===== config.mk =====
export PLATFORM = sky130hd
export DESIGN_NAME = uart_rx_framed
export DESIGN_NICKNAME = d
export VERILOG_FILES = /design/src/rtl/uart_rx_framed.sv
export SDC_FILE = /design/constraint.sdc
export NUM_CORES = 1
export LEC_CHECK = 0
export BUFFER_PORTS_ARGS = -buffer_cell sky130_fd_sc_hd__buf_2
export CAP_MARGIN = 20
export CORE_MARGIN = 3
export CORE_UTILIZATION = 40
export DETAILED_ROUTE_END_ITERATION = 8
export PLACE_DENSITY = 0.63
export SLEW_MARGIN = 20
export SYNTH_ARGS = -nofsm -noshare
export SYNTH_HDL_FRONTEND = slang
export SYNTH_SLANG_ARGS = --single-unit
export TNS_END_PERCENT = 100

===== constraint.sdc =====
create_clock -name clk -period 2.45 [get_ports clk]
set_input_delay 0 -clock clk [delete_from_list [all_inputs] [get_ports clk]]
set_output_delay 0 -clock clk [all_outputs]
set_load 0.02 [all_outputs]

===== src/rtl/uart_rx_framed.sv =====
// Oversampled UART receiver: parametrised frame format, 3-sample majority vote,
// per-word error flags and a valid/ready output with sticky overrun.
module uart_rx_framed #(
   parameter int DATA_WIDTH = 8,
   parameter int OVERSAMPLE = 16,
   parameter int PARITY_EN  = 0,
   parameter int PARITY_ODD = 0,
   parameter int STOP_BITS  = 1
) (
   input  logic                  clk,
   input  logic                  rstN,
   input  logic                  baudTick,
   input  logic                  rx,
   input  logic                  data_ready,
   input  logic                  clear_overrun,
   output logic [DATA_WIDTH-1:0] dataOut,
   output logic                  data_valid,
   output logic                  parity_error,
   output logic                  framing_error,
   output logic                  break_detect,
   output logic                  overrun_error,
   output logic                  rx_ready,
   output logic                  new_byte_start,
   output logic                  new_byte_received
);

   localparam int TW = $clog2(OVERSAMPLE);
   localparam int BW = $clog2(DATA_WIDTH + 1);
   localparam logic [TW-1:0] TICK_MID  = TW'(OVERSAMPLE / 2 - 1);
   localparam logic [TW-1:0] TICK_END  = TW'(OVERSAMPLE - 1);
   localparam logic [BW-1:0] BIT_LAST  = BW'(DATA_WIDTH - 1);
   localparam logic [BW-1:0] STOP_LAST = BW'(STOP_BITS - 1);

   typedef enum logic [2:0] {S_IDLE, S_START, S_DATA, S_PARITY, S_STOP} state_t;

   state_t                r_state, w_state_nxt;
   logic [1:0]            r_sync;
   logic                  r_rx_s_d;
   logic [2:0]            r_vote;
   logic [TW-1:0]         r_tick;
   logic [BW-1:0]         r_bit_cnt;
   logic [DATA_WIDTH-1:0] r_shift;
   logic                  r_par_err, r_fr_err, r_stop0_low;
   logic [DATA_WIDTH-1:0] r_data;
   logic                  r_valid, r_perr, r_ferr, r_brk, r_ovr, r_nbs, r_nbr;

   logic w_rx_s, w_voted, w_mid, w_end, w_start_ok, w_done;
   logic w_accept, w_stop_low, w_first_stop_low, w_brk;

   assign w_rx_s           = r_sync[1];
   assign w_voted          = (r_vote[0] & r_vote[1]) | (r_vote[0] & r_vote[2]) | (r_vote[1] & r_vote[2]);
   assign w_mid            = baudTick && (r_tick == TICK_MID);
   assign w_end            = baudTick && (r_tick == TICK_END);
   assign w_accept         = r_valid && data_ready;
   assign w_stop_low       = ~w_voted;
   // With one stop bit the first stop sample is the one being taken right now.
   assign w_first_stop_low = (r_bit_cnt == '0) ? w_stop_low : r_stop0_low;
   assign w_brk            = w_done && (r_shift == '0) && w_first_stop_low;

   always_ff @(posedge clk or negedge rstN) begin
      if (!rstN) begin
         r_sync   <= 2'b11;
         r_rx_s_d <= 1'b1;
         r_vote   <= 3'b111;
      end else begin
         r_sync   <= {r_sync[0], rx};
         r_rx_s_d <= w_rx_s;
         if (baudTick) r_vote <= {r_vote[1:0], w_rx_s};
      end
   end

   always_ff @(posedge clk or negedge rstN) begin
      if (!rstN) r_state <= S_IDLE;
      else       r_state <= w_state_nxt;
   end

   always_comb begin
      w_state_nxt = r_state;
      w_start_ok  = 1'b0;
      w_done      = 1'b0;
      case (r_state)
         S_IDLE:   if (r_rx_s_d && !w_rx_s) w_state_nxt = S_START;
         S_START:  if (w_mid) begin
                      if (!w_voted) begin
                         w_state_nxt = S_DATA;
                         w_start_ok  = 1'b1;
                      end else begin
                         w_state_nxt = S_IDLE;
                      end
                   end
         S_DATA:   if (w_end && r_bit_cnt == BIT_LAST)
                      w_state_nxt = (PARITY_EN != 0) ? S_PARITY : S_STOP;
         S_PARITY: if (w_end) w_state_nxt = S_STOP;
         S_STOP:   if (w_end && r_bit_cnt == STOP_LAST) begin
                      w_state_nxt = S_IDLE;
                      w_done      = 1'b1;
                   end
         default:  w_state_nxt = S_IDLE;
      endcase
   end

   always_ff @(posedge clk or negedge rstN) begin
      if (!rstN) begin
         r_tick      <= '0;
         r_bit_cnt   <= '0;
         r_shift     <= '0;
         r_par_err   <= 1'b0;
         r_fr_err    <= 1'b0;
         r_stop0_low <= 1'b0;
      end else begin
         case (r_state)
            S_START: if (baudTick) begin
                        if (w_mid) begin
                           r_tick      <= '0;
                           r_bit_cnt   <= '0;
                           r_shift     <= '0;
                           r_par_err   <= 1'b0;
                           r_fr_err    <= 1'b0;
                           r_stop0_low <= 1'b0;
                        end else begin
                           r_tick <= r_tick + TW'(1);
                        end
                     end
            S_DATA:  if (baudTick) begin
                        if (w_end) begin
                           r_shift   <= {w_voted, r_shift[DATA_WIDTH-1:1]};
                           r_tick    <= '0;
                           r_bit_cnt <= (r_bit_cnt == BIT_LAST) ? '0 : r_bit_cnt + BW'(1);
                        end else begin
                           r_tick <= r_tick + TW'(1);
                        end
                     end
            S_PARITY: if (baudTick) begin
                        if (w_end) begin
                           r_par_err <= (^r_shift) ^ w_voted ^ (PARITY_ODD != 0);
                           r_tick    <= '0;
                        end else begin
                           r_tick <= r_tick + TW'(1);
                        end
                     end
            S_STOP:  if (baudTick) begin
                        if (w_end) begin
                           if (w_stop_low) r_fr_err <= 1'b1;
                           if (r_bit_cnt == '0) r_stop0_low <= w_stop_low;
                           r_tick    <= '0;
                           r_bit_cnt <= r_bit_cnt + BW'(1);
                        end else begin
                           r_tick <= r_tick + TW'(1);
                        end
                     end
            default: begin
                        r_tick    <= '0;
                        r_bit_cnt <= '0;
                     end
         endcase
      end
   end

   // Output word, its flags and the consumer handshake.
   always_ff @(posedge clk or negedge rstN) begin
      if (!rstN) begin
         r_data  <= '0;
         r_valid <= 1'b0;
         r_perr  <= 1'b0;
         r_ferr  <= 1'b0;
         r_brk   <= 1'b0;
         r_ovr   <= 1'b0;
         r_nbs   <= 1'b0;
         r_nbr   <= 1'b0;
      end else begin
         r_nbs <= w_start_ok;
         r_nbr <= w_done;
         r_brk <= w_brk;
         if (w_done) begin
            r_data  <= r_shift;
            r_perr  <= r_par_err;
            r_ferr  <= r_fr_err | w_stop_low;
            r_valid <= 1'b1;
         end else if (w_accept) begin
            r_valid <= 1'b0;
         end
         if (w_done && r_valid && !data_ready) r_ovr <= 1'b1;
         else if (clear_overrun)               r_ovr <= 1'b0;
      end
   end

   assign dataOut           = r_data;
   assign data_valid        = r_valid;
   assign parity_error      = r_perr;
   assign framing_error     = r_ferr;
   assign break_detect      = r_brk;
   assign overrun_error     = r_ovr;
   assign rx_ready          = (r_state == S_IDLE);
   assign new_byte_start    = r_nbs;
   assign new_byte_received = r_nbr;

endmodule


-- Word level (Yosys, flattened, before mapping)
Cells that the tools add are included.
- $add $sub $neg: 2
- equality and inequality tests: 20
- mux-type cells: 47
- bitwise logic cells: 9
- reduce and logical (&&, ||, !) cells: 29
- operators with widths (cell ; count):
    4-bit two-way mux ; 11
    8-bit two-way mux ; 4
    2-bit inequality test (second input constant) ; 11
    5-bit AND reduction ; 4
    1-bit two-way mux ; 19
    4-bit one-hot mux with 4 select lines ; 1
    8-bit one-hot mux with 2 select lines ; 1
    3-bit two-way mux ; 5
    3-bit one-hot mux with 5 select lines ; 1
    1-bit logical AND ; 10
    2-bit nonzero test ; 5
    4-bit by 1-bit adder with 4-bit output (second input constant) ; 2
    4-bit by 3-bit == test with 1-bit output (second input constant) ; 2
    8-bit logical NOT ; 1
    4-bit one-hot mux with 2 select lines ; 1
    8-bit parity ; 1
    7-bit AND reduction ; 1
    3-bit by 2-bit == test with 1-bit output (second input constant) ; 2
    1-bit one-hot mux with 2 select lines ; 3
    6-bit AND reduction ; 1
    4-bit == test (second input constant) ; 1
    4-bit logical NOT ; 1
    2-bit by 1-bit inequality test with 1-bit output (second input constant) ; 2
    1-bit bitwise AND ; 3
    10 further kinds ; 14
- register bits: 43
- input port bits: 6
- output and inout port bits: 16
- logic and storage cells: 125

-- Depth between registers and ports, before layout
- word-level depth: 8
- gate-level depth with buffers: 7
- gate-level depth less buffers: 6

-- Worst setup path before layout
Ideal clock, no wire load.
- kind: flip-flop to flip-flop
- start point: register r_bit_cnt[0]
- end point: register r_data[0], in the netlist dataOut[0]
- library setup time: 0.125 ns
- arrival: 1.666 ns
- data required time: 2.325 ns
- slack: 0.660 ns
- stages on the path, launching flop included: 7
- path buffers: 1
- clock period less this slack: 1.790 ns
- cell sequence: dfrtp_1 inv_1 ha_1 nor3b_1 and4_1 buf_4 mux2_2
- longest elaborated chain between the ends: 4
- ends and longest elaborated chain (what ; RTL line ; RTL):
    start, declared ; 41 ; logic [BW-1:0] r_bit_cnt;
    start signal, assigned ; 128 ; r_bit_cnt <= (r_bit_cnt == BIT_LAST) ? '0 : r_bit_cnt + BW'(1);
    start signal, assigned ; 146 ; r_bit_cnt <= r_bit_cnt + BW'(1);
    4-bit logical NOT ; 94 ; S_STOP: if (w_end && r_bit_cnt == STOP_LAST) begin
    1-bit logical AND ; 94 ;
    1-bit two-way mux ; 94 ;
    1-bit two-way mux ; 81 ; case (r_state)
    end signal, assigned ; 175 ; r_data <= r_shift;
    end, declared ; 44 ; logic [DATA_WIDTH-1:0] r_data;
Every way passes these cells.
A chain may end at the register's enable or synchronous reset.

-- Worst setup path after layout
- start point: register r_state[2]
- end point: register r_ovr, in the netlist overrun_error
- longest elaborated chain between the ends: 5
- elaborated cells between the ends (all ways): 6
- classes of those cells: eq/ne (1); mux (2); reduce/logical (3)
- ends and longest elaborated chain (what ; RTL line ; RTL):
    start, declared ; 36 ; state_t r_state, w_state_nxt;
    start signal, assigned ; 74 ; else r_state <= w_state_nxt;
    3-bit == test (*) ; 81 ;
    1-bit two-way mux (*) ; 81 ;
    1-bit logical AND (*) (2 in a row) ; 182 ; if (w_done && r_valid && !data_ready) r_ovr <= 1'b1;
    1-bit two-way mux / 2-bit nonzero test (equally long branches) ; -- ;
    end signal, assigned ; 167 ; r_ovr <= 1'b0;
    end signal, assigned ; 182 ;
    end signal, assigned ; 183 ; else if (clear_overrun) r_ovr <= 1'b0;
    end, declared ; 45 ; logic r_valid, r_perr, r_ferr, r_brk, r_ovr, r_nbs, r_nbr;
Mark *: on every way between the ends. The rest lies on a longest branch, timed or not.

==> flow_summary.toml <==
[clock_tree]
cts_resized = 0
clk_pin_slew_ps = 80
cts_buffers = 5
clockBufferDepth = 2
cts-htree-levels = 2
cts_sinks = 43
cts_tree = "built"
cts_setup_buffers = 0
root_buffer = "clkbuf_8"
clkLatencyLatePin_ps = 300

[floorplan]
num_io_pins = 22
coreArea_sq_um = 5200
rows = 26
start_util_pct = 42.2
die_w_microns = 80.1
fp.dieH_microns = 80.1
design.die.area_sq_um = 6410

[worst_setup_path]
r2r_end = "overrun_error$_DFFE_PN0P_"
critPathKind = "flop to flop"
worstPathArrival_ps = 2460
end_kind = "flop"
critPathLaunch = "r_state[2]$_DFFE_PN0P_"
reg2reg_depth = 5
required_ps = 2680
crit_end = "overrun_error$_DFFE_PN0P_"
crit_path_max_fanout = 15
crit_path_start_kind = "flop"
timing.rr.start = "r_state[2]$_DFFE_PN0P_"
r2r_setup_slack_ps = 220

[synth]
synth_ff_type = "dfrtp_1"
synth_seq_cells = 43
ys_top_cells_by_count = "37 x dfrtp_1, 25 x nand2_1, 14 x inv_1, 13 x mux2_2, 10 x a21oi_1"
synthArstFlopShare_pct = 100
avgSynthCellArea_sq_um = 10.2
postSynthCellCount = 215
netlist.area_leader.share_pct = 42.2
synth_top_cell_by_area = "dfrtp_1"
yosysSeqAreaShare_pct = 49.4
synth_enable_flop_cells = 0
synth_area_leaders = "dfrtp_1 42%, dfstp_2 7.2%, mux2_2 6.7%"
syn_area_sq_um = 2190
synth_nets = 228
ys_warn_count = 0
synth_most_common_cell = "dfrtp_1"
synth_cell_types = 44

[placed_design]
place_inst = 302
port_buffers = 21
dp_hpwl_mm = 2.85
placed_area_sq_um = 2370
place_congestion = 0.828

[layout]
fin_area_sq_um = 2510
finalNonFillerCells = 315
drive_above_1_share_pct = 24.9
diodes = 0
fin_nets = 257
synthToLayoutAreaGrowth_pct = 14.2

[sta]
hold_viol_final = 0
rsz0062_at_grt = "false"
fmax_mhz = 449
fin_skew_ps = 11.7
fin_tns_setup_ps = 0
report.final.slew_viol_count = 0
final-setup-viol-count = 0
worst_pin_slew_ps = 934
fin_crit_sh_pct = 90.9
slew_headroom_pct = 37.7
min_period_ps = 2230

[hold_path]
whs_path_depth = 3
min_path_type = "input port to flop"

[drt]
first_pass_iters = 4
num_vias = 1579
ant_nets = 0
drcViolationCount = 0
wl_per_cell_microns = 13.0
drt-total-wl_mm = 4.09
first_iter_violations = 66
viasPerCell = 5.01

[global_route]
grt_pass1_vias = 1534
grt_first_pass_wirelength_mm = 7.22
overflow = 0
track_usage_pct = 14.4
antenna_found_initial = 0
grt_start_max_net_pins = 44

[power]
p_comb_share_pct = 27.5
irDropWorstVdd_uv = 325
internal_power_mw = 1.23
p_clk_share_pct = 23.4
p_seq_share_pct = 49.1
power.density_nw_per_um2 = 747
leakage_nw = 1.15
power_switching_mw = 0.638
switching_share_pct = 34.1

[flow_run]
max_cap_viol_count = 0

[run_status]
status = "complete, no violations"
## critical path, stage by stage, from the launching register on
cell,delay (ps)
dfrtp_1,600
or3b_2,510
nor2_1,160
nand3_1,170
o22ai_1,160
dlygate4sd3_1,560
## how the worst min path moves through the flow
stage	from	endpoint	slack [ps]
after floorplan	rstN	break_detect$_DFF_PN0_	-300
after global placement	rx	r_sync[0]$_DFF_PN1_	110
after detailed placement	rx	r_sync[0]$_DFF_PN1_	110
after CTS	baudTick	r_tick[3]$_DFFE_PN0P_	80
after global routing	baudTick	r_tick[3]$_DFFE_PN0P_	110
final	baudTick	r_tick[3]$_DFFE_PN0P_	90
## per-layer routing
layer / track usage [%] / part of all wire, %
met1: 19.3 / 48
met3: 3.36 / 3.6
met2: 22.3 / 46
met4: 5.91 / 1.8
met5: 0 / 0
## cell usage in the layout (no fill, tap or decap), types with 2 or more instances in the layout
| cell | count |
|---|---|
| dfrtp_1 | 37 |
| or3b_2 | 3 |
| nor3_1 | 6 |
| nor2b_1 | 4 |
| xnor2_1 | 3 |
| mux2_2 | 13 |
| clkbuf_8 | 5 |
| dfstp_2 | 6 |
| xor2_1 | 2 |
| o31ai_1 | 3 |
| ha_1 | 7 |
| nor3b_1 | 6 |
| a31oi_1 | 2 |
| nand2_1 | 25 |
| buf_2 | 21 |
| o21ai_0 | 9 |
| buf_4 | 6 |
| dlygate4sd3_1 | 5 |
| mux2i_1 | 2 |
| nor2_1 | 9 |
| o21ai_1 | 6 |
| nand3b_1 | 5 |
| o21ai_2 | 2 |
| nand3_1 | 4 |
| a21oi_1 | 10 |
| inv_1 | 14 |
| nand2b_1 | 6 |
| and3_1 | 3 |
| nand4_1 | 2 |
| and2b_1 | 2 |
## cell type report
class / count / area [sq um]
Clock inverter: 2 / 12.5
Multi-Input combinational cell: 148 / 997
Clock buffer: 6 / 72.6
Sequential cell: 43 / 1080
Timing Repair Buffer: 32 / 200
Tap cell: 70 / 87.6
Fill cell: 512 / 2700
Inverter: 14 / 52.6
## timing repair
action	in CTS	in global routing
hold buffers	5	0
endpoints found under the hold margin	40	0
endpoints found under the setup margin	0	0
## power groups by stage
| stage | registers (mW) | logic, mW | clock network [mW] |
|---|---|---|---|
| after floorplan | 0.868 | 0.412 | 0 |
| after global placement | 0.927 | 0.505 | 0 |
| after detailed placement | 0.934 | 0.512 | 0 |
| after CTS | 0.920 | 0.518 | 0.457 |
| after global routing | 0.938 | 0.591 | 0.487 |
| final | 0.920 | 0.515 | 0.438 |
## through the flow
step	hold WS (ps)	total power [mW]	utilization [%]	setup slack, ps
3_3_place_gp	106	1.43	45.6	453
3_5_place_dp	107	1.45	45.6	477
6_report	88.5	1.87	48.1	222
4_1_cts	82.8	1.90	48.1	258
5_1_grt	110	2.02	48.1	84.6
2_1_floorplan	-296	1.28	-	660
## cells by family after synthesis
group,share of synthesized area (%)
fa+ha+maj,4.45
compound gates,11.1
xor+xnor,2.00
buf+inv,5.19
mux,7.58
flops,49.4
simple gates,20.4
## sequential cells by signal, summed over array words and instances, names as in the netlist, 2 cells and up
signal     count
dataOut        8
r_shift        8
r_bit_cnt      4
r_tick         4
r_state        3
r_vote         3
r_sync         2
(Power assumes the default switching activity.)
